===== src/rtl/lu_serial_sequencer_pkg.sv =====
// ---------------------------------------------------------------------------
// lu_serial_sequencer_pkg
// Shared definitions for the bit-serial OR/NOR logic-unit sequencer:
//   - lu_state_e : sequencer FSM state encodings (IDLE / SHIFT / DONE)
//   - LU_OP_OR / LU_OP_NOR : op-select codes driven to the LU select input
// No ports (package).
// ---------------------------------------------------------------------------
package lu_serial_sequencer_pkg;

  typedef enum logic [1:0] {
    LU_IDLE  = 2'd0,
    LU_SHIFT = 2'd1,
    LU_DONE  = 2'd2
  } lu_state_e;

  localparam logic LU_OP_OR  = 1'b0;
  localparam logic LU_OP_NOR = 1'b1;

endpackage : lu_serial_sequencer_pkg


===== src/rtl/lu_serial_sequencer_shift_reg.sv =====
// ---------------------------------------------------------------------------
// lu_shift_reg
// WIDTH-bit right-shift register with parallel load and serial input.
// Bit 0 is the serial output (LSB leaves first); the serial input enters
// at the MSB. Load has priority over shift.
// Ports:
//   clk        in   rising-edge clock
//   rst_n      in   asynchronous active-low reset (clears the register)
//   i_load     in   parallel load strobe
//   i_load_val in   WIDTH-bit value loaded when i_load = 1
//   i_shift    in   right-shift strobe
//   i_ser_in   in   bit shifted into the MSB
//   o_q        out  WIDTH-bit register contents
// ---------------------------------------------------------------------------
module lu_shift_reg #(
  parameter int WIDTH = 8
) (
  input  logic             clk,
  input  logic             rst_n,
  input  logic             i_load,
  input  logic [WIDTH-1:0] i_load_val,
  input  logic             i_shift,
  input  logic             i_ser_in,
  output logic [WIDTH-1:0] o_q
);

  logic [WIDTH-1:0] r_q;

  // Register update: reset, parallel load, right shift, or hold.
  always_ff @(posedge clk or negedge rst_n) begin
    if (!rst_n) begin
      r_q <= {WIDTH{1'b0}};
    end else if (i_load) begin
      r_q <= i_load_val;
    end else if (i_shift) begin
      r_q <= {i_ser_in, r_q[WIDTH-1:1]};
    end else begin
      r_q <= r_q;
    end
  end

  assign o_q = r_q;

endmodule : lu_shift_reg


===== src/rtl/lu_serial_sequencer.sv =====
// ---------------------------------------------------------------------------
// lu_serial_sequencer
// Bit-serial driver/collector for an external 1-bit OR/NOR logic unit (LU).
// On an accepted start the operands and op select are latched; one bit pair
// per cycle (LSB first) is presented to the LU and the LU result bit is
// shifted back into the result register, so result[i] = LU(op_a[i], op_b[i]).
// Ports:
//   clk      in   rising-edge clock
//   rst_n    in   asynchronous active-low reset
//   start    in   request; sampled only in IDLE or DONE
//   op_a     in   WIDTH-bit operand A, captured on accepted start
//   op_b     in   WIDTH-bit operand B, captured on accepted start
//   op_sel   in   0 = OR, 1 = NOR; captured on accepted start
//   lu_a     out  A shift register bit 0 to LU input a
//   lu_b     out  B shift register bit 0 to LU input b
//   lu_sel   out  latched op select to LU, stable for the whole operation
//   lu_s     in   LU result bit (combinational from lu_a/lu_b/lu_sel)
//   busy     out  high while shifting
//   done     out  one-cycle completion pulse
//   result   out  WIDTH-bit result; valid from done until next accepted start
// ---------------------------------------------------------------------------
module lu_serial_sequencer
  import lu_serial_sequencer_pkg::*;
#(
  parameter int WIDTH = 8
) (
  input  logic             clk,
  input  logic             rst_n,
  input  logic             start,
  input  logic [WIDTH-1:0] op_a,
  input  logic [WIDTH-1:0] op_b,
  input  logic             op_sel,
  output logic             lu_a,
  output logic             lu_b,
  output logic             lu_sel,
  input  logic             lu_s,
  output logic             busy,
  output logic             done,
  output logic [WIDTH-1:0] result
);

  localparam int CW = (WIDTH > 1) ? $clog2(WIDTH) : 1;
  localparam logic [CW-1:0] CNT_LAST = CW'(WIDTH - 1);
  localparam logic [CW-1:0] CNT_ONE  = CW'(1);

  lu_state_e        r_state;
  logic [CW-1:0]    r_cnt;
  logic             r_sel;
  logic             r_busy;
  logic             r_done;

  logic             w_accept;
  logic             w_shift;
  logic [WIDTH-1:0] w_a_q;
  logic [WIDTH-1:0] w_b_q;
  logic [WIDTH-1:0] w_res_q;
  logic             w_unused;

  // Start is only honoured between operations; while shifting it is ignored.
  assign w_accept = ((r_state == LU_IDLE) || (r_state == LU_DONE)) && start;
  assign w_shift  = (r_state == LU_SHIFT);

  // FSM, bit counter, latched op select and registered status outputs.
  always_ff @(posedge clk or negedge rst_n) begin
    if (!rst_n) begin
      r_state <= LU_IDLE;
      r_cnt   <= {CW{1'b0}};
      r_sel   <= LU_OP_OR;
      r_busy  <= 1'b0;
      r_done  <= 1'b0;
    end else begin
      case (r_state)
        LU_IDLE, LU_DONE: begin
          if (start) begin
            r_state <= LU_SHIFT;
            r_cnt   <= {CW{1'b0}};
            r_sel   <= op_sel;
            r_busy  <= 1'b1;
            r_done  <= 1'b0;
          end else begin
            r_state <= LU_IDLE;
            r_cnt   <= r_cnt;
            r_sel   <= r_sel;
            r_busy  <= 1'b0;
            r_done  <= 1'b0;
          end
        end
        LU_SHIFT: begin
          // The last bit is consumed on the edge where cnt = WIDTH-1; the
          // counter holds there instead of wrapping.
          if (r_cnt == CNT_LAST) begin
            r_state <= LU_DONE;
            r_cnt   <= r_cnt;
            r_busy  <= 1'b0;
            r_done  <= 1'b1;
          end else begin
            r_state <= LU_SHIFT;
            r_cnt   <= r_cnt + CNT_ONE;
            r_busy  <= 1'b1;
            r_done  <= 1'b0;
          end
          r_sel <= r_sel;
        end
        default: begin
          r_state <= LU_IDLE;
          r_cnt   <= {CW{1'b0}};
          r_sel   <= LU_OP_OR;
          r_busy  <= 1'b0;
          r_done  <= 1'b0;
        end
      endcase
    end
  end

  // Operand A: loaded on start, shifted right with zero fill while shifting.
  lu_shift_reg #(.WIDTH(WIDTH)) u_sr_a (
    .clk        (clk),
    .rst_n      (rst_n),
    .i_load     (w_accept),
    .i_load_val (op_a),
    .i_shift    (w_shift),
    .i_ser_in   (1'b0),
    .o_q        (w_a_q)
  );

  // Operand B: same behaviour as A.
  lu_shift_reg #(.WIDTH(WIDTH)) u_sr_b (
    .clk        (clk),
    .rst_n      (rst_n),
    .i_load     (w_accept),
    .i_load_val (op_b),
    .i_shift    (w_shift),
    .i_ser_in   (1'b0),
    .o_q        (w_b_q)
  );

  // Result: cleared on start, LU bit enters at the MSB so that after WIDTH
  // shifts the first (LSB) result bit has arrived at bit 0.
  lu_shift_reg #(.WIDTH(WIDTH)) u_sr_res (
    .clk        (clk),
    .rst_n      (rst_n),
    .i_load     (w_accept),
    .i_load_val ({WIDTH{1'b0}}),
    .i_shift    (w_shift),
    .i_ser_in   (lu_s),
    .o_q        (w_res_q)
  );

  // Only bit 0 of each operand register feeds the LU.
  assign w_unused = ^{w_a_q[WIDTH-1:1], w_b_q[WIDTH-1:1]};

  assign lu_a   = w_a_q[0];
  assign lu_b   = w_b_q[0];
  assign lu_sel = r_sel;
  assign busy   = r_busy;
  assign done   = r_done;
  assign result = w_res_q;

endmodule : lu_serial_sequencer


===== config.mk =====
export PLATFORM = sky130hd
export DESIGN_NAME = lu_serial_sequencer
export DESIGN_NICKNAME = d
export VERILOG_FILES = /design/src/rtl/lu_serial_sequencer_pkg.sv /design/src/rtl/lu_serial_sequencer_shift_reg.sv /design/src/rtl/lu_serial_sequencer.sv
export SDC_FILE = /design/constraint.sdc
export NUM_CORES = 1
export LEC_CHECK = 0
export ABC_AREA = 1
export BUFFER_PORTS_ARGS = -buffer_cell sky130_fd_sc_hd__buf_2
export CAP_MARGIN = 20
export CORE_MARGIN = 1.5
export CORE_UTILIZATION = 45
export DETAILED_ROUTE_END_ITERATION = 8
export MAX_ROUTING_LAYER = met4
export PLACE_DENSITY = 0.78
export RECOVER_POWER = 100
export SKIP_CTS_REPAIR_TIMING = 1
export SLEW_MARGIN = 10
export SYNTH_ARGS = -nofsm -noshare
export SYNTH_HDL_FRONTEND = slang
export SYNTH_SLANG_ARGS = --single-unit

===== constraint.sdc =====
create_clock -name clk -period 1.6 [get_ports clk]
set_input_delay 0.32 -clock clk [delete_from_list [all_inputs] [get_ports clk]]
set_output_delay 0.32 -clock clk [all_outputs]
set_load 0.02 [all_outputs]

==> results.cfg <==
[status]
outcome = completed

[global_route]
antenna_found_initial = 0
gr-usage-met3 = 0.0640
use_met2 = 0.261
grtUsageMet1 = 0.258
grt_pass1_vias = 1118
overflow = 0
grt_max_degree = 31
top_usage_layer = met2
grt_pass1_wl_mm = 4.89
grt.total_usage = 0.190

[pwr]
powerDensity_mw_per_mm2 = 1870
p_leak_nw = 1.02
power.total_mw = 3.21
peakVddDrop_v = 0.000962

[sta]
rsz0062_at_grt = no
slew_headroom = 0.502
hold_viol_final = 0
finClkSkew_ps = 7.23
period_minus_slack_ps = 1460
finalCritPeriodShare = 0.913
fmax_mhz = 685
setup_tns_ps = 0
drv_slew = 0
setup_viol = 0
tightest_slew_ps = 748

[detailed_routing]
drtIter0Drc = 56
viasPerCell = 4.52
dr.pass1.iters = 4
wl_per_cell_um = 10.6
totalWireLength_mm = 2.87
drc_errors = 0
antenna_left = 0
vias = 1221

[floorplanning]
die_w_um = 61.0
die-area_mm2 = 0.00372
std_cell_rows = 20
initial_core_util = 0.483
core_area_mm2 = 0.00313
chipHeight_um = 61.0
ios = 34

[critical_path]
slowest_delay_ps = 570
end_kind = output pin
reg2reg_setup_slack_ps = 200
critical_path_buf_inv_count = 1
path_cells = clkbuf_2
crit_arrival_ps = 1140
cp_top_family = flip-flops
start_kind = register
critPathSlowestCell = dfrtp_1
cp.required_ps = 1280
crit_path_max_fanout = 6
path_class = reg -> out

[clocking]
clk_latency_ps = 330
cts_made_buffers = 5
root_buffer = clkbuf_4
htree_levels = 2
clk_path_buf_depth = 2
clk_transition_reported_paths_ps = 90
tritoncts = yes
clock-sinks = 30

[worst_hold_path]
worstHoldPathType = in -> async

[layout]
nets = 248
diodes = 0
design_area_mm2 = 0.00172
syn_to_final_growth_pct = 13.7
drive_gt1_frac = 0.190

[placed_design]
post-dp-hpwl_mm = 1.94
dpl-instance-area_mm2 = 0.00167
io_buffer_count = 33
place.gp.congestion = 0.793

[yosys]
yosys.cell_types.count = 16
synth_nets = 213
netlist_area_mm2 = 0.00151
synth.yosys.seq_area_share = 0.497
avgSynthCellArea_um2 = 7.96
synth_top_area_frac = 0.497
ys_ff_latch = 30
yosys_warnings = 0
synth_top_cell_by_area = dfrtp_1
synth.area.top_cells = dfrtp_1, nand2_1, nand3_1, nand2_2, inv_1
syn_inst = 190

[job]
max-cap-violations = 0
-- cells in the mapped netlist --
library cell,n
buf_12,1
buf_2,1
buf_4,2
buf_6,3
dfrtp_1,30
ha_1,2
inv_1,16
inv_2,2
inv_4,2
nand2_1,93
nand2_2,10
nand2_4,3
nand3_1,20
nor2_1,3
nor2_8,1
o21ai_0,1
-- area by class of cell --
class | instances | area (um2)
Clock buffer | 7 | 45.0
Clock inverter | 1 | 30.0
Fill cell | 324 | 1410
Inverter | 20 | 77.6
Multi-Input combinational cell | 133 | 594
Sequential cell | 30 | 751
Tap cell | 44 | 55.1
Timing Repair Buffer | 35 | 165
-- power by group --
part,internal [mW],switching [mW],leakage (nW),total [mW]
sequential,1.09,0.233,0.378,1.33
clock,0.331,0.259,0.0395,0.590
combinational,0.442,0.857,0.598,1.30
-- cells in the final DEF, fill, tap and decap left out, types with 2 or more instances in the layout --
cell,n
nand2_1,96
dfrtp_1,30
nand3_1,20
buf_2,19
inv_1,17
clkbuf_1,14
nand2_2,8
clkbuf_4,5
nor2_1,3
nand2_4,2
inv_2,2
ha_1,2
clkbuf_2,2
buf_4,2
-- layer usage --
layer / part of all wire / wire, um
met3: 0.053 / 153
met5: 0 / 0
met4: 0.012 / 35
met2: 0.43 / 1230
met1: 0.51 / 1450
-- flip-flops by register name, summed over array words and instances (netlist names) --
name / count
u_sr_a.o_q: 8
u_sr_res.o_q: 8
lu_sel: 1
r_state: 1
r_cnt: 3
done: 1
u_sr_b.o_q: 8
-- stage by stage --
| stage | utilization | hold WS, ps | std cells | setup slack (ps) |
|---|---|---|---|---|
| global route | 0.549 | 101 | 270 | 48.9 |
| floorplan | - | 24.4 | 190 | 406 |
| CTS | 0.559 | 31.5 | 270 | 95.2 |
| finish | 0.549 | 36.2 | 270 | 140 |
| global placement | 0.535 | 394 | 262 | 295 |
| detailed placement | 0.535 | 398 | 262 | 274 |
-- logic make-up after synthesis --
group           after synthesis  share of synthesized area
flops                        30                      0.497
fa+ha+maj                     2                     0.0166
compound gates                1                    0.00331
simple gates                130                      0.382
buf+inv                      27                      0.102
-- path summary, 6_finish.rpt --
| check | from | endpoint | cells past startpoint |
|---|---|---|---|
| worst max-delay path | r_state[0]$_DFF_PN0_ | busy | 1 |
| max in group asynchronous | rst_n | lu_sel$_DFFE_PN0P_ | 1 |
| worst min register to register | lu_sel$_DFFE_PN0P_ | lu_sel$_DFFE_PN0P_ | 2 |
| worst max register to register | r_state[0]$_DFF_PN0_ | u_sr_b.o_q[6]$_DFFE_PN0P_ | 5 |
| min in group clk | lu_s | u_sr_res.o_q[7]$_DFFE_PN0P_ | 3 |
| worst min-delay path | rst_n | u_sr_a.o_q[1]$_DFFE_PN0P_ | 1 |
(Power assumes the default switching activity.)
